<file path="config.mk">
export PLATFORM = sky130hd
export DESIGN_NAME = imm_enc
export DESIGN_NICKNAME = d
export VERILOG_FILES = /design/src/rtl/imm_pkg.sv /design/src/rtl/imm_pack.sv /design/src/rtl/imm_enc.sv
export SDC_FILE = /design/constraint.sdc
export NUM_CORES = 1
export LEC_CHECK = 0
export BUFFER_PORTS_ARGS = -buffer_cell sky130_fd_sc_hd__buf_2
export CAP_MARGIN = 20
export CORE_UTILIZATION = 40
export DETAILED_ROUTE_END_ITERATION = 7
export PLACE_DENSITY_LB_ADDON = 0.15
export SLEW_MARGIN = 20
export SYNTH_ARGS = -nofsm -noshare
export SYNTH_HDL_FRONTEND = slang
export SYNTH_SLANG_ARGS = --single-unit
</file>
<file path="constraint.sdc">
create_clock -name clk -period 1.7 [get_ports clk]
set_input_delay 0.255 -clock clk [delete_from_list [all_inputs] [get_ports clk]]
set_output_delay 0.255 -clock clk [all_outputs]
set_load 0.1 [all_outputs]
</file>
<file path="src/rtl/imm_pkg.sv">
// -----------------------------------------------------------------------------
// imm_pkg
// Shared definitions for the immediate encoder datapath.
//   imm_src_e : ImmSrc format code, shared with the sign-extender and the
//               control unit.
//   imm_err_e : error code carried alongside each encoded instruction.
//   IMM_*_MIN/MAX : inclusive signed limits of each immediate format.
//   imm_src_known : returns 1 for the four encodable formats.
// -----------------------------------------------------------------------------
package imm_pkg;

  typedef enum logic [2:0] {
    IMM_I = 3'b000,
    IMM_S = 3'b001,
    IMM_B = 3'b010,
    IMM_J = 3'b011
  } imm_src_e;

  // Values double as the out_err encoding.
  typedef enum logic [1:0] {
    ERR_NONE  = 2'b00,
    ERR_RANGE = 2'b01,
    ERR_ALIGN = 2'b10,
    ERR_FMT   = 2'b11
  } imm_err_e;

  // I and S carry a 12-bit signed field.
  localparam logic signed [31:0] IMM_I_MIN = -32'sd2048;
  localparam logic signed [31:0] IMM_I_MAX =  32'sd2047;
  // B carries a 13-bit signed byte offset with bit 0 implied zero.
  localparam logic signed [31:0] IMM_B_MIN = -32'sd4096;
  localparam logic signed [31:0] IMM_B_MAX =  32'sd4094;
  // J carries a 21-bit signed byte offset with bit 0 implied zero.
  localparam logic signed [31:0] IMM_J_MIN = -32'sd1048576;
  localparam logic signed [31:0] IMM_J_MAX =  32'sd1048574;

  function automatic logic imm_src_known(input logic [2:0] src);
    return (src == IMM_I) || (src == IMM_S) || (src == IMM_B) || (src == IMM_J);
  endfunction

endpackage

</file>
<file path="src/rtl/imm_pack.sv">
// -----------------------------------------------------------------------------
// imm_pack
// Purely combinational field scatter: places the low immediate bits into the
// I/S/B/J immediate fields of a base instruction. All bits that are not part
// of the selected immediate field are copied from base. An unknown format
// returns base unchanged.
// Ports:
//   base  [31:0] in  : base instruction (opcode/rd/rs/funct preserved)
//   imm   [20:0] in  : low immediate bits (wider bits never reach a field)
//   src   [2:0]  in  : ImmSrc format code
//   instr [31:0] out : merged instruction
// -----------------------------------------------------------------------------
module imm_pack
  import imm_pkg::*;
(
  input  logic [31:0] base,
  input  logic [20:0] imm,
  input  logic [2:0]  src,
  output logic [31:0] instr
);

  always_comb begin
    instr = base;
    case (src)
      IMM_I: begin
        instr[31:20] = imm[11:0];
      end
      IMM_S: begin
        instr[31:25] = imm[11:5];
        instr[11:7]  = imm[4:0];
      end
      IMM_B: begin
        instr[31]    = imm[12];
        instr[30:25] = imm[10:5];
        instr[11:8]  = imm[4:1];
        instr[7]     = imm[11];
      end
      IMM_J: begin
        instr[31]    = imm[20];
        instr[30:21] = imm[10:1];
        instr[20]    = imm[11];
        instr[19:12] = imm[19:12];
      end
      default: begin
        instr = base;
      end
    endcase
  end

endmodule

</file>
<file path="src/rtl/imm_enc.sv">
// -----------------------------------------------------------------------------
// imm_enc
// Streaming immediate encoder, the inverse of the immediate sign-extender.
// Stage 1 captures the transaction and classifies it (format, alignment,
// range). Stage 2 scatters the immediate into the instruction fields and
// holds the result until downstream accepts it.
//
// Handshake: a transfer happens on a rising edge where valid && ready are
// both high. The producer keeps valid and its payload stable until the
// transfer; ready may change at any time and never depends on valid of the
// same interface. out_instr/out_err stay stable while out_valid && !out_ready.
//
// Ports:
//   clk, rst_n            : clock, asynchronous active-low reset
//   in_valid/in_ready     : input handshake
//   in_base  [31:0]       : base instruction
//   in_imm   [31:0]       : signed immediate (byte offset for B/J)
//   in_src   [2:0]        : format code (000 I, 001 S, 010 B, 011 J)
//   out_valid/out_ready   : output handshake
//   out_instr [31:0]      : encoded instruction
//   out_err   [1:0]       : 00 ok, 01 range, 10 misaligned, 11 bad format
//   enc_count [CNT_W-1:0] : output transfers completed (wraps)
//   err_count [ERR_W-1:0] : output transfers flagged with an error (saturates)
// -----------------------------------------------------------------------------
module imm_enc
  import imm_pkg::*;
#(
  parameter int CNT_W = 16,
  parameter int ERR_W = 8
) (
  input  logic             clk,
  input  logic             rst_n,
  input  logic             in_valid,
  output logic             in_ready,
  input  logic [31:0]      in_base,
  input  logic [31:0]      in_imm,
  input  logic [2:0]       in_src,
  output logic             out_valid,
  input  logic             out_ready,
  output logic [31:0]      out_instr,
  output logic [1:0]       out_err,
  output logic [CNT_W-1:0] enc_count,
  output logic [ERR_W-1:0] err_count
);

  // ---------------------------------------------------------------------------
  // State
  // ---------------------------------------------------------------------------
  logic             s1_valid_q, s1_valid_d;
  logic [31:0]      s1_base_q,  s1_base_d;
  logic [20:0]      s1_imm_q,   s1_imm_d;
  logic [2:0]       s1_src_q,   s1_src_d;
  imm_err_e         s1_err_q,   s1_err_d;

  logic             s2_valid_q, s2_valid_d;
  logic [31:0]      out_instr_q, out_instr_d;
  logic [1:0]       out_err_q,   out_err_d;

  logic [CNT_W-1:0] enc_count_q, enc_count_d;
  logic [ERR_W-1:0] err_count_q, err_count_d;

  // ---------------------------------------------------------------------------
  // Pipeline enables: a stage may load when it is empty or when the stage in
  // front of it is moving on this edge.
  // ---------------------------------------------------------------------------
  logic s2_en;
  logic s1_en;
  logic out_xfer;

  assign s2_en    = !s2_valid_q || out_ready;
  assign s1_en    = !s1_valid_q || s2_en;
  assign out_xfer = s2_valid_q && out_ready;

  // ---------------------------------------------------------------------------
  // Stage 1 checker. Priority: bad format, then misalignment, then range.
  // Comparing the full signed immediate against the field limits is the same
  // as requiring truncate-then-sign-extend to give the original value back.
  // ---------------------------------------------------------------------------
  logic signed [31:0] imm_s;
  logic signed [31:0] lim_lo;
  logic signed [31:0] lim_hi;
  logic               need_align;
  imm_err_e           chk_err;

  assign imm_s = $signed(in_imm);

  always_comb begin
    lim_lo     = IMM_I_MIN;
    lim_hi     = IMM_I_MAX;
    need_align = 1'b0;
    case (in_src)
      IMM_I, IMM_S: begin
        lim_lo = IMM_I_MIN;
        lim_hi = IMM_I_MAX;
      end
      IMM_B: begin
        lim_lo     = IMM_B_MIN;
        lim_hi     = IMM_B_MAX;
        need_align = 1'b1;
      end
      IMM_J: begin
        lim_lo     = IMM_J_MIN;
        lim_hi     = IMM_J_MAX;
        need_align = 1'b1;
      end
      default: begin
        lim_lo     = IMM_I_MIN;
        lim_hi     = IMM_I_MAX;
        need_align = 1'b0;
      end
    endcase
  end

  always_comb begin
    chk_err = ERR_NONE;
    if (!imm_src_known(in_src)) begin
      chk_err = ERR_FMT;
    end else if (need_align && in_imm[0]) begin
      chk_err = ERR_ALIGN;
    end else if ((imm_s < lim_lo) || (imm_s > lim_hi)) begin
      chk_err = ERR_RANGE;
    end
  end

  // ---------------------------------------------------------------------------
  // Stage 2 field merge
  // ---------------------------------------------------------------------------
  logic [31:0] pack_instr;

  imm_pack u_pack (
    .base  (s1_base_q),
    .imm   (s1_imm_q),
    .src   (s1_src_q),
    .instr (pack_instr)
  );

  // ---------------------------------------------------------------------------
  // Next-state logic
  // ---------------------------------------------------------------------------
  always_comb begin
    s1_valid_d  = s1_valid_q;
    s1_base_d   = s1_base_q;
    s1_imm_d    = s1_imm_q;
    s1_src_d    = s1_src_q;
    s1_err_d    = s1_err_q;
    s2_valid_d  = s2_valid_q;
    out_instr_d = out_instr_q;
    out_err_d   = out_err_q;
    enc_count_d = enc_count_q;
    err_count_d = err_count_q;

    if (s1_en) begin
      s1_valid_d = in_valid;
      // Payload only moves with a real transfer so idle cycles leave it alone.
      if (in_valid) begin
        s1_base_d = in_base;
        s1_imm_d  = in_imm[20:0];
        s1_src_d  = in_src;
        s1_err_d  = chk_err;
      end
    end

    if (s2_en) begin
      s2_valid_d = s1_valid_q;
      if (s1_valid_q) begin
        out_instr_d = pack_instr;
        out_err_d   = s1_err_q;
      end
    end

    if (out_xfer) begin
      enc_count_d = enc_count_q + CNT_W'(1);
      if ((out_err_q != ERR_NONE) && (err_count_q != {ERR_W{1'b1}})) begin
        err_count_d = err_count_q + ERR_W'(1);
      end
    end
  end

  // ---------------------------------------------------------------------------
  // Registers
  // ---------------------------------------------------------------------------
  always_ff @(posedge clk or negedge rst_n) begin
    if (!rst_n) begin
      s1_valid_q  <= 1'b0;
      s1_base_q   <= '0;
      s1_imm_q    <= '0;
      s1_src_q    <= '0;
      s1_err_q    <= ERR_NONE;
      s2_valid_q  <= 1'b0;
      out_instr_q <= '0;
      out_err_q   <= '0;
      enc_count_q <= '0;
      err_count_q <= '0;
    end else begin
      s1_valid_q  <= s1_valid_d;
      s1_base_q   <= s1_base_d;
      s1_imm_q    <= s1_imm_d;
      s1_src_q    <= s1_src_d;
      s1_err_q    <= s1_err_d;
      s2_valid_q  <= s2_valid_d;
      out_instr_q <= out_instr_d;
      out_err_q   <= out_err_d;
      enc_count_q <= enc_count_d;
      err_count_q <= err_count_d;
    end
  end

  // ---------------------------------------------------------------------------
  // Outputs
  // ---------------------------------------------------------------------------
  assign in_ready  = s1_en;
  assign out_valid = s2_valid_q;
  assign out_instr = out_instr_q;
  assign out_err   = out_err_q;
  assign enc_count = enc_count_q;
  assign err_count = err_count_q;

endmodule
</file>
==> results.tsv <==
stage	metric	value	unit
outcome	status	finished with violations	
outcome	violations	setup timing	
logic_synthesis	synth_edf_count	0	
placement	place_area	6540	um2
timing	setup_viol	1	
final_layout	n_antenna_cell	0	
logic_synthesis	synth_mux_area_share	17.6	%
clock_tree	cts_tree	done	
final_layout	areaGrowthSynthToFinish	36.9	%
critical_path	crit_path_end_kind	register	
logic_synthesis	netlist_instances	440	
detailed_routing	firstDrtPassIters	4	
detailed_routing	initialDrtViolationCount	130	
floorplanning	die_h	118	um
critical_path	startpoint_type	input port	
clock_tree	cts.path.max_buffers	2	
final_layout	stdcell_area	7310	um2
pwr	p_per_area	1660	nW/um2
final_layout	utilization	57.0	%
timing	worst_pin_slew	0.509	ns
logic_synthesis	synth_seq_area_share	55.3	%
job	max_cap_viol_count	0	
detailed_routing	drc	0	
timing	skew	0.00514	ns
clock_tree	numCtsBuffers	17	
final_layout	layout_commonest_cell	buf_2	
detailed_routing	wl_per_cell	15.1	um
clock_tree	clk_pin_slew	0.05	ns
critical_path	required	2.01	ns
timing	fmax	581	MHz
critical_path	path_max_fanout	7	
critical_path	critPathKind	input port to register	
logic_synthesis	ys_ff_latch	118	
logic_synthesis	ys_warn_count	0	
logic_synthesis	async_flop_share	100	%
floorplanning	core	12800	um2
grt	grt_max_degree	71	
timing	period_needed	1.72	ns
placement	portBuffers	130	
clock_tree	cts-root-buf	clkbuf_16	
clock_tree	clkLatencyLatePin	0.41	ns
logic_synthesis	synth_nets	533	
clock_tree	clock-sinks	118	
logic_synthesis	synth_flop_cell	dfrtp_1	
timing	setup_ws	-0.0214	ns
logic_synthesis	synth_compound_area_share	6.16	%
pwr	p_leak	0.00346	uW
detailed_routing	vias	3897	
grt	grt_pass1_wl	20.2	mm
floorplanning	ios	131	
logic_synthesis	synth.cell_area	5340	um2
floorplanning	row_count	41	
logic_synthesis	synth_cell_types	40	
final_layout	nFillCells	1153	
clock_tree	htreeDepth	4	
final_layout	final_cell_mix	buf_2, dfrtp_1, mux2_2	
timing	slew_headroom	66.3	%
final_layout	nets	697	
detailed_routing	vias_per_cell	4.94	
critical_path	arrival	2.03	ns
logic_synthesis	synth_xor_area_share	3.77	%
critical_path	cpPeakStageDelay	0.32	ns
floorplanning	die_area	13800	um2
logic_synthesis	synth_top_family_by_area	multiplexers	
detailed_routing	wl	11.9	mm
timing	period_share	101	%
logic_synthesis	synthSimpleGateAreaFrac	10.4	%
timing	rsz0062_at_grt	yes	
grt	grt_pass1_vias	4057	
critical_path	cp_slowest_cell	ha_1	
worst_hold_path	hp-class	input port to register	
grt	grt_remaining_overflow	0	
placement	dp_worst_setup_slack	-0.832	ns
grt	antenna_found_initial	0	
detailed_routing	antenna_left	0	
floorplanning	die_w	118	um
logic_synthesis	avgSynthCellArea	12.1	um2
final_layout	layout-drive-gt1-share	47.5	%
logic_synthesis	yosys.area_share.adder	5.15	%
critical_path	path_cells	buf_6 > nor2b_4 > nand2_4 > buf_4 > ha_1 > nand4_1 > or2_1 > nand2b_4 > o221a_1 > o311ai_2	
timing	final-max-slew-violation-count	0	
floorplanning	initial_core_util	41.6	%
placement	dpl.hpwl	8.67	mm
placement	routabilityCongestion	0.789	
grt	grtUsageTotal	18.7	%
timing	hold_viol_final	0	
pwr	max-vdd-ir-drop	1130	uV
## logic make-up (layout without fill, tap and decap cells)
family / Yosys count / count (layout)
flops: 118 / 118
xor+xnor: 23 / 23
compound gates: 54 / 54
buf+inv: 24 / 201
simple gates: 113 / 113
mux: 86 / 86
fa+ha+maj: 22 / 22
## where the power goes
part	switching [uW]	leakage (uW)	internal (uW)
logic	3400	0.00174	964
clock network	1200	0.000327	2750
registers	403	0.00140	3450
total	5000	0.00346	7160
## cell type report
type / instances / area, um2 / area share [%]
clock buffers: 23 / 488 / 6.67
inverters: 8 / 32.5 / 0.445
repair buffers: 161 / 982 / 13.4
multi-input cells: 298 / 2420 / 33.1
clock inverters: 9 / 170 / 2.33
well taps: 172 / 215 / 2.94
flip-flops and latches: 118 / 3010 / 41.1
## worst max-delay path: cells and delay by family
| family | cells | cell delay, ns |
|---|---|---|
| AOI/OAI and AO/OA | 2 | 0.48 |
| and+or+nand+nor | 5 | 0.72 |
| adders and majority gates | 1 | 0.32 |
| buffers and inverters | 2 | 0.26 |
## registers in the layout, summed over array words and instances (netlist names)
| signal | flops |
|---|---|
| out_instr | 32 |
| s1_base_q | 32 |
| s1_imm_q | 21 |
| enc_count | 16 |
| err_count | 8 |
| s1_src_q | 3 |
| out_err | 2 |
| s1_err_q | 2 |
| out_valid | 1 |
| s1_valid_q | 1 |
## timing repair
action,in CTS,in global routing
resized for setup,14,5
pin swaps,5,3
hold endpoints to repair,118,0
setup endpoints to repair,1,2
buffers inserted,1,1
hold buffers,1,0
## metal layers
layer	global-route usage (%)	wire length (um)	up-vias
li1	-	-	1890
met1	24.3	5300	1900
met2	29.0	5790	92
met3	5.09	601	15
met4	8.57	205	0
met5	0	0	-
## worst paths after layout
path,from,to,slack [ns],depth (start not counted)
worst min-delay path,in_base[4],s1_base_q[4]$_DFFE_PN0P_,0.08,2
max in group asynchronous,rst_n,s1_imm_q[15]$_DFFE_PN0P_,0.97,3
worst max-delay path,in_src[2],s1_err_q[0]$_DFFE_PN0P_,-0.02,10
min in group asynchronous,rst_n,enc_count[12]$_DFFE_PN0P_,0.39,3
worst min register to register,enc_count[15]$_DFFE_PN0P_,enc_count[15]$_DFFE_PN0P_,0.46,1
worst max register to register,err_count[1]$_DFFE_PN0P_,err_count[7]$_DFFE_PN0P_,0.09,6
## cell usage after synthesis (5+ instances only)
cell	count	share of area, %
mux2i_1	23	4.3
clkbuf_1	14	0.98
inv_1	8	0.56
ha_1	22	5.2
nand3_1	11	1.0
nand2b_1	5	0.59
o21ai_0	32	3.0
xor2_1	8	1.3
xnor2_1	15	2.5
nor2_1	16	1.1
dfrtp_1	118	55
nand2_1	52	3.7
nand4_1	12	1.4
mux2_2	63	13
## through the flow
| step | hold WS (ns) | TNS (ns) | total power [uW] | instances |
|---|---|---|---|---|
| 3_3_place_gp | 0.274 | -0.687 | 8200 | 754 |
| 6_report | 0.0787 | -0.0214 | 12200 | 789 |
| 4_1_cts | 0.0551 | -0.0540 | 12300 | 788 |
| 2_1_floorplan | -0.0406 | -50.97 | 7370 | 440 |
| 3_5_place_dp | 0.273 | -0.832 | 8260 | 754 |
| 5_1_grt | 0.0618 | -0.133 | 12700 | 789 |
No activity file was read; power rests on OpenSTA's default activity.
